<file path="src/rtl/serdes_pkg.sv">
// rtl/serdes_pkg.sv - shared state encoding and counter sizing for the serdes path
package serdes_pkg;

   typedef enum logic {
      SER_IDLE = 1'b0,
      SER_BUSY = 1'b1
   } ser_state_e;

   // max(1, clog2(n)) so a single-word frame still gets a real counter bit
   function automatic int cnt_width(input int n);
      return (n <= 2) ? 1 : $clog2(n);
   endfunction

endpackage

</file>
<file path="src/rtl/serdes_serializer_ctrl.sv">
// rtl/serdes_serializer_ctrl.sv - serializer FSM and word counter
// SERDES_SERIALIZER_OVERLAP_EN: accept the next frame on the last-word handshake
module serdes_serializer_ctrl
   import serdes_pkg::*;
#(
   parameter int N_SAMPLES = 8,
   parameter int CW        = cnt_width(N_SAMPLES)
) (
   input  logic          clk,
   input  logic          reset,
   input  logic          recv_val,
   output logic          recv_rdy,
   output logic          send_val,
   input  logic          send_rdy,
   output logic [CW-1:0] count,
   output logic          load_en
);

   localparam logic [CW-1:0] LAST = CW'(N_SAMPLES - 1);

   ser_state_e    state;
   ser_state_e    state_nxt;
   logic [CW-1:0] count_nxt;
   logic          last;

   assign last = (count == LAST);

   always_ff @(posedge clk or negedge reset) begin
      if (!reset) begin
         state <= SER_IDLE;
         count <= '0;
      end else begin
         state <= state_nxt;
         count <= count_nxt;
      end
   end

   always_comb begin
      state_nxt = state;
      count_nxt = count;
      recv_rdy  = 1'b0;
      send_val  = 1'b0;
      load_en   = 1'b0;
      case (state)
         SER_IDLE: begin
            recv_rdy = 1'b1;
            if (recv_val) begin
               load_en   = 1'b1;
               count_nxt = '0;
               state_nxt = SER_BUSY;
            end
         end
         SER_BUSY: begin
            send_val = 1'b1;
`ifdef SERDES_SERIALIZER_OVERLAP_EN
            if (last) begin
               recv_rdy = send_rdy;
            end
`endif
            if (send_rdy) begin
               if (last) begin
                  count_nxt = '0;
`ifdef SERDES_SERIALIZER_OVERLAP_EN
                  if (recv_val) begin
                     load_en = 1'b1;
                  end else begin
                     state_nxt = SER_IDLE;
                  end
`else
                  state_nxt = SER_IDLE;
`endif
               end else begin
                  count_nxt = count + 1'b1;
               end
            end
         end
      endcase
   end

endmodule

</file>
<file path="src/rtl/serdes_serializer.sv">
// rtl/serdes_serializer.sv - registers a parallel frame and streams it out word by word
// SERDES_SERIALIZER_OVERLAP_EN: back-to-back frames without an idle cycle
module serdes_serializer
   import serdes_pkg::*;
#(
   parameter int N_SAMPLES = 8,
   parameter int BIT_WIDTH = 32
) (
   input  logic                 clk,
   input  logic                 reset,
   input  logic                 recv_val,
   output logic                 recv_rdy,
   input  logic [BIT_WIDTH-1:0] recv_msg [N_SAMPLES-1:0],
   output logic                 send_val,
   input  logic                 send_rdy,
   output logic [BIT_WIDTH-1:0] send_msg
);

   localparam int CW = cnt_width(N_SAMPLES);

   logic [CW-1:0]        count;
   logic                 load_en;
   logic [BIT_WIDTH-1:0] frame_q [N_SAMPLES-1:0];

   serdes_serializer_ctrl #(
      .N_SAMPLES (N_SAMPLES),
      .CW        (CW)
   ) u_ctrl (
      .clk      (clk),
      .reset    (reset),
      .recv_val (recv_val),
      .recv_rdy (recv_rdy),
      .send_val (send_val),
      .send_rdy (send_rdy),
      .count    (count),
      .load_en  (load_en)
   );

   // buffer only changes on a frame capture; count rests at 0 so IDLE shows word 0
   always_ff @(posedge clk or negedge reset) begin
      if (!reset) begin
         for (int i = 0; i < N_SAMPLES; i++) begin
            frame_q[i] <= '0;
         end
      end else if (load_en) begin
         for (int i = 0; i < N_SAMPLES; i++) begin
            frame_q[i] <= recv_msg[i];
         end
      end
   end

   assign send_msg = frame_q[count];

endmodule

</file>
<file path="config.mk">
export PLATFORM = sky130hd
export DESIGN_NAME = serdes_serializer
export DESIGN_NICKNAME = d
export VERILOG_FILES = /design/src/rtl/serdes_pkg.sv /design/src/rtl/serdes_serializer_ctrl.sv /design/src/rtl/serdes_serializer.sv
export SDC_FILE = /design/constraint.sdc
export NUM_CORES = 1
export LEC_CHECK = 0
export CORE_MARGIN = 2
export CORE_UTILIZATION = 40
export DETAILED_ROUTE_END_ITERATION = 10
export PLACE_DENSITY = 0.75
export SYNTH_ARGS = -nofsm -noshare
export SYNTH_HDL_FRONTEND = slang
export SYNTH_SLANG_ARGS = --single-unit
</file>
<file path="constraint.sdc">
create_clock -name clk -period 1.9 [get_ports clk]
set_input_delay 0.38 -clock clk [delete_from_list [all_inputs] [get_ports clk]]
set_output_delay 0.38 -clock clk [all_outputs]
set_load 0.01 [all_outputs]
</file>
==> summary.txt, run 1 <==
Power
  • P_sw: 0.00745 W
  • Cell Int Power: 0.0200 W
  • Combinational share of power: 44.0%
  • Leak Pwr: 7.20 nW
  • Clock Power Share: 20.7%
  • Cell Pwr Density: 1610 nW/um^2
  • Share of total power in sequential cells: 35.2%
  • Net Sw Frac: 27.2%
  • Worst IR Drop VDD: 0.890 mV

Worst setup path
  • Setup CP Type: register to primary output
  • Worst setup EP type: primary output
  • Reg2reg setup slack: 60 ps
  • Critical-path top delay cell: mux4_4
  • FF-to-FF Start: u_ctrl.count[0]
  • Max FO, Critical Path: 7
  • Worst path arrival time: 2360 ps
  • CP Launch Type: register
  • R2R depth: 8
  • Largest stage delay, worst path: 530 ps
  • FF-to-FF End: u_ctrl.count[0]
  • CP required: 1520 ps
  • Critical path, cell by cell: buf_12, buf_12, buf_6, mux4_4, mux2_4, buf_6

Yosys
  • Largest area contributor in the netlist: dfrtp_1
  • Avg Cell Area, Syn: 17.4 sq um
  • Synthesized flop and latch total: 260
  • Cell count after synthesis: 672
  • Number of library cell types mapped by synthesis: 23
  • Seq/Total Area, Yosys: 55.8%
  • Synth warn: 0
  • Synth top area share: 55.8%
  • Main area contributors after synthesis: dfrtp_1 (56%), mux2_2 (23%), mux4_2 (11%)
  • Syn Nets: 934
  • Syn Std Cell Area: 11700 sq um

Placed design
  • GPL Wtd Cong: 0.780
  • DP Wirelength: 20200 um
  • Place WS: -559 ps
  • Placed cell count: 1360
  • # port buffers: 293

Clock tree
  • Inserted Clock Buffers: 28
  • H-tree depth: 1
  • CTS tree: built
  • Clock Tree Buf Depth: 3
  • CTS clk-pin slew, worst paths: 60 ps
  • Worst skew pair latency: 530 ps
  • CTS root buf: clkbuf_16
  • Clock Sinks: 260

Die
  • Die Span X: 175 um
  • Top Ports: 294
  • Core area: 28700 sq um
  • Die area: 30500 sq um
  • Die height: 175 um
  • # rows: 62
  • Initial Utilization: 40.6%

Layout
  • Nets: 1293
  • Multi-input logic area: 4900 sq um
  • # fillers: 2179
  • Finished Core Util: 59.3%
  • Non-Filler Instances: 1436
  • Reg area: 6520 sq um
  • ANT cells: 0
  • Layout cells sized above 1: 44.8%
  • P&R area growth vs syn: 46.1%

Timing
  • Relative slew slack: 62.9%
  • Tcrit/Tclk final: 144%
  • RSZ-0062 raised after global routing: true
  • Min Clock Period, post-route: 2740 ps
  • # setup viols final: 32
  • Final hold violations: 0
  • Max-slew violations: 0
  • Worst Setup Slack, final: -845 ps
  • Worst slew pin tran: 556 ps
  • Achievable Freq: 364 MHz
  • Worst Clk Skew: 9.48 ps
  • Final setup TNS: -24190 ps

Detailed routing
  • Vias: 7255
  • Post-route ant nets: 0
  • Max layer used: met5
  • Vias/cell: 5.05
  • Detail Route met2 WL: 13800 um
  • WL met3: 1850 um
  • WL per Instance: 19.9 um
  • Met1 wire length: 12200 um
  • DRT Pass-1 Iters: 4
  • Post-Route WL: 28600 um
  • DRC viols: 0
  • DRT iter0 DRCs: 212

GRT
  • Overflow after GRT: 0
  • Antenna violations before repair: 1
  • First-pass GRT wire length: 45500 um
  • Total Routing Usage GR: 18.9%
  • Largest net degree at the start of global routing: 62
  • Vias in the first global route: 8084

Flow run
  • Max-capacitance violation count: 0

Status
  • Status: finished, violations left
  • Failing checks: setup timing

Worst hold path
  • Hold Crit Class: primary input to async pin
[cell families after synthesis]
group / share of synthesized area (%)
AO/OA/AOI/OAI: 0.268
adder cells (fa/ha/maj): 0.215
buffers and inverters: 2.92
flip-flops: 55.8
multiplexers: 40.5
AND/OR/NAND/NOR: 0.258
[flip-flops by register name (all words and copies together), names as in the netlist]
| signal | count |
|---|---|
| u_ctrl.state | 1 |
| frame_q | 256 |
| u_ctrl.count | 3 |
[stage by stage]
stage / hold WS (ps) / power (W) / instance area (sq um)
after global placement: 375 / 0.0200 / 15600
after CTS: 408 / 0.0274 / 17000
after floorplan: 84.4 / 0.0160 / 11700
final: 404 / 0.0274 / 17000
after detailed placement: 381 / 0.0203 / 15600
after global routing: 429 / 0.0290 / 17000
[power groups by stage]
stage	Clock [W]	Combinational (W)	Sequential, W
floorplan	0	0.00685	0.00912
global placement	0	0.0104	0.00966
detailed placement	0	0.0106	0.00977
CTS	0.00584	0.0119	0.00969
global route	0.00609	0.0129	0.0100
finish	0.00568	0.0121	0.00966
[per-layer routing]
metal,track usage (%),vias to the layer above
li1,-,3251
met1,24.8,3734
met2,31.8,219
met3,4.59,49
met4,4.65,2
met5,0,-
[timing repair]
item,in CTS,in global routing
setup endpoints to repair,34,35
endpoints found under the hold margin,52,0
hold buffers,1,0
cloned,4,1
gates resized for setup,203,24
pin swaps,0,1
setup buffers,16,6
[cells in the mapped netlist (all sizes together)]
cell	number
ha	2
mux2i	1
a32o	1
dfrtp	260
mux2	288
a31oi	1
nor2b	1
nor4bb	1
clkbuf	6
buf	42
and4b	1
a21o	2
nor2	1
inv	1
mux4	64
[final cells by class]
cell class              count  area share (%)
clock buffers              43            5.10
clock inverters             8           0.691
inverters                   1          0.0220
multi-input cells         363            28.8
flip-flops and latches    260            38.3
well taps                 384            2.82
repair buffers            377            24.3
[layout by cell type (no fill, tap or decap), types with 2 or more instances in the layout]
cell / count
buf_6: 40
buf_16: 3
a21o_1: 2
ha_2: 2
clkbuf_16: 30
dfrtp_2: 2
buf_12: 33
clkinv_2: 4
mux2_2: 212
bufinv_16: 3
dfrtp_4: 2
dlygate4sd2_1: 2
mux2_4: 27
dfrtp_1: 256
clkbuf_8: 9
mux2_1: 49
buf_8: 3
buf_4: 36
clkdlybuf4s50_1: 258
mux4_2: 62
clkbuf_1: 5
[how the worst max path moves through the flow]
stage	start	endpoint	slack (ps)	cells past startpoint
detailed placement	u_ctrl.count[0]	send_msg[23]	-560	4
global placement	u_ctrl.count[0]	send_msg[2]	-550	4
CTS	u_ctrl.count[0]	send_msg[2]	-910	6
global route	u_ctrl.count[0]	send_msg[2]	-890	6
finish	u_ctrl.count[0]	send_msg[2]	-840	6
floorplan	u_ctrl.count[0]	send_msg[24]	5	4
[critical path, delay by kind of cell, from the launching register on]
kind | cells | cell delay [ps]
flip-flops | 1 | 490
multiplexers | 2 | 820
buffers and inverters | 4 | 510
No activity file was read; power rests on OpenSTA's default activity.
==> inputs of run 2 (changes only) <==
Settings changed: CORE_UTILIZATION 40 to 45, PLACE_DENSITY 0.75 to 0.82, SYNTH_HIERARCHICAL from default to 1.
==> summary.txt, run 2 <==
Status
  • Status: finished, violations left
  • Failing checks: setup timing

Layout
  • Largest registers: frame_q: 256 flops, u_ctrl/count: 3 flops, u_ctrl/state: 1 flops
  • Layout cells sized above 1: 48.1% (+3.3 points)
  • Largest Register: frame_q
  • Nets: 1280 (-1.0%)
  • Non-Filler Instances: 1373 (-4.4%)
  • Most common cell after layout, fill and taps aside: mux2_2
  • Number of flip-flops in the largest register: 256 (unchanged)
  • ANT cells: 0 (unchanged)
  • Most frequent cells in the layout: mux2_2 (267), clkdlybuf4s50_1 (258), dfrtp_1 (257)
  • Finished Cell Area: 16600 sq um (-2.6%)
  • P&R area growth vs syn: 41.4%

Clock tree
  • CTS root buf: clkbuf_16
  • Clock Tree Buf Depth: 3 (unchanged)
  • Worst skew pair latency: 540 ps (about the same)
  • H-tree depth: 1 (unchanged)
  • CTS clk-pin slew, worst paths: 60 ps (about the same)
  • Inserted Clock Buffers: 28 (unchanged)
  • CTS tree: built
  • Clock Sinks: 260 (unchanged)

GRT
  • Total Routing Usage GR: 21.4% (+2.4 points)
  • First-pass GRT wire length: 44800 um (-1.5%)
  • Antenna violations before repair: 2 (+1)
  • Overflow after GRT: 0 (unchanged)
  • Largest net degree at the start of global routing: 56 (-9.7%)
  • Vias in the first global route: 8197 (+1.4%)

Power
  • Worst IR Drop VDD: 1.16 mV (+30%)
  • Share of total power in sequential cells: 35.7% (+0.5 points)
  • Cell Int Power: 0.0196 W (-2.0%)
  • Net Sw Frac: 28.4% (+1.2 points)
  • Leak Pwr: 7.00 nW (-2.9%)
  • Combinational share of power: 44.7% (+0.7 points)
  • Cell Pwr Density: 1650 nW/um^2 (+2.3%)
  • Clock Power Share: 19.6% (-1.1 points)
  • Total power draw: 0.0273 W (-0.34%)
  • P_sw: 0.00776 W (+4.2%)

Detailed routing
  • DRT iter0 DRCs: 420 (+98%)
  • DRC viols: 0 (unchanged)
  • WL met3: 2560 um (+39%)
  • Vias: 7313 (+0.80%)
  • Detail Route met2 WL: 14600 um (+5.5%)
  • Met1 wire length: 11400 um (-6.2%)
  • Vias/cell: 5.33 (+5.4%)
  • Max layer used: met4
  • Post-route ant nets: 0 (unchanged)
  • WL per Instance: 21.4 um (+7.2%)
  • DRT Pass-1 Iters: 4 (unchanged)
  • Post-Route WL: 29300 um (+2.5%)

Yosys
  • Count leader, synth: mux2_2
  • Synth top area share: 55.4% (-0.36 points)
  • Syn Std Cell Area: 11700 sq um (+0.64%)
  • Number of library cell types mapped by synthesis: 20 (-13%)
  • Largest area contributor in the netlist: dfrtp_1
  • Syn Nets: 936 (+0.21%)
  • Cell count after synthesis: 674 (+0.30%)
  • Main area contributors after synthesis: dfrtp_1 (55%), mux2_2 (28%), mux4_1 (9.0%)
  • Synth warn: 6 (+6)
  • Synthesized flop and latch total: 260 (unchanged)
  • Post-synth ARST share: 100% (unchanged)
  • Synth cell count leaders: mux2_2 (288), dfrtp_1 (260), mux4_1 (40)
  • Avg Cell Area, Syn: 17.4 sq um (+0.35%)
  • Seq/Total Area, Yosys: 55.4% (-0.36 points)
  • Post-synth EDFFs: 0 (unchanged)
  • Prevailing post-synth register cell: dfrtp_1

Die
  • Die area: 27400 sq um (-10%)
  • # rows: 59 (-4.8%)
  • Core area: 25800 sq um (-10%)
  • Initial Utilization: 45.4% (+4.8 points)
  • Top Ports: 294 (unchanged)
  • Die Span X: 165 um (-5.3%)
  • Die height: 165 um (-5.3%)

Worst setup path
  • CP Launch Type: register
  • Worst path arrival time: 2300 ps (-60 ps)
  • Worst setup EP type: primary output
  • CP required: 1520 ps (about the same)
  • R2R depth: 6 (-2)
  • Max FO, Critical Path: 7 (unchanged)
  • Setup CP Type: register to primary output

Timing
  • Min Clock Period, post-route: 2680 ps (-66.1 ps)
  • RSZ-0062 raised after global routing: true
  • Worst Clk Skew: 15.3 ps (+5.87 ps)
  • # setup viols final: 32 (unchanged)
  • Min Hold Slack: 361 ps (-42.8 ps)
  • Achievable Freq: 373 MHz (+2.5%)
  • Tcrit/Tclk final: 141% (-3.5 points)
  • Worst slew pin tran: 449 ps (-108 ps)
  • Max-slew violations: 0 (unchanged)
  • Final hold violations: 0 (unchanged)
  • Relative slew slack: 70.1% (+7.2 points)
  • Worst Setup Slack, final: -779 ps (+66.1 ps)

Placed design
  • Placed cell count: 1310 (-3.7%)
  • DP Wirelength: 20300 um (+0.32%)
  • Place WS: -602 ps (-42.3 ps)
  • Dpl cell area: 15500 sq um (-0.39%)
  • GPL Wtd Cong: 0.754 (-3.3%)
  • # port buffers: 293 (unchanged)

Flow run
  • Max-capacitance violation count: 0 (unchanged)

Worst hold path
  • Hold Crit Class: primary input to async pin
==> run 2: cell type report <==
cell class	count	area (sq um)
clock inverter	10	81.3
fill	1886	9250
sequential	260	6510
multi-input combinational	366	4890
timing repair buffer	361	3860
clock buffer	40	827
inverter	1	3.75
tap	335	419
==> run 2: final timing paths <==
check                                startpoint               to  slack [ps]
worst min-delay path                      reset     frame_q[124]         360
worst max register to register  u_ctrl/count[0]  u_ctrl/count[2]         200
worst max-delay path            u_ctrl/count[0]     send_msg[16]        -780
min in group clk                  recv_msg[245]     frame_q[245]         440
worst min register to register     frame_q[215]     frame_q[215]         500
max in group asynchronous                 reset     frame_q[239]         860
==> run 2: worst max-delay path, cell delays in order (launching register included) <==
cell	delay, ps
dfrtp_4	510
buf_12	170
buf_16	150
buf_6	120
mux4_2	400
mux2_4	280
buf_6	120
==> run 2: routing by layer <==
layer  up-vias  track usage (%)
met3        57             6.72
met5         -                0
met4         0             6.00
met2       273             36.8
li1       3234                -
met1      3749             26.0
==> run 2: cells by family (layout without fill, tap and decap cells) <==
kind of cell / after synthesis / in the layout / share of synthesized area (%)
multiplexers: 354 / 354 / 41.4
flip-flops: 260 / 260 / 55.4
buffers and inverters: 48 / 412 / 2.37
adder cells (fa/ha/maj): 2 / 2 / 0.213
AO/OA/AOI/OAI: 3 / 3 / 0.213
AND/OR/NAND/NOR: 7 / 7 / 0.395
==> run 2: stage by stage <==
stage | utilization [%] | setup TNS (ps)
6_report | 64.2 | -22190
5_1_grt | 64.2 | -24040
4_1_cts | 64.3 | -23930
3_5_place_dp | 60.0 | -18040
3_3_place_gp | 60.0 | -16820
2_1_floorplan | - | -286
==> run 2: what timing repair did <==
| item | CTS | global route |
|---|---|---|
| endpoints found under the setup margin | 33 | 34 |
| hold buffers | 1 | 0 |
| gates cloned | 4 | 0 |
| buffers inserted | 11 | 1 |
| resized for setup | 205 | 34 |
| endpoints found under the hold margin | 43 | 0 |
==> run 2: power groups by stage <==
| stage | Combinational, W | Sequential, W | Clock (W) |
|---|---|---|---|
| 2_1_floorplan | 0.00707 | 0.00912 | 0 |
| 3_3_place_gp | 0.0107 | 0.00961 | 0 |
| 3_5_place_dp | 0.0110 | 0.00977 | 0 |
| 4_1_cts | 0.0121 | 0.00976 | 0.00546 |
| 5_1_grt | 0.0130 | 0.0101 | 0.00570 |
| 6_report | 0.0122 | 0.00976 | 0.00535 |
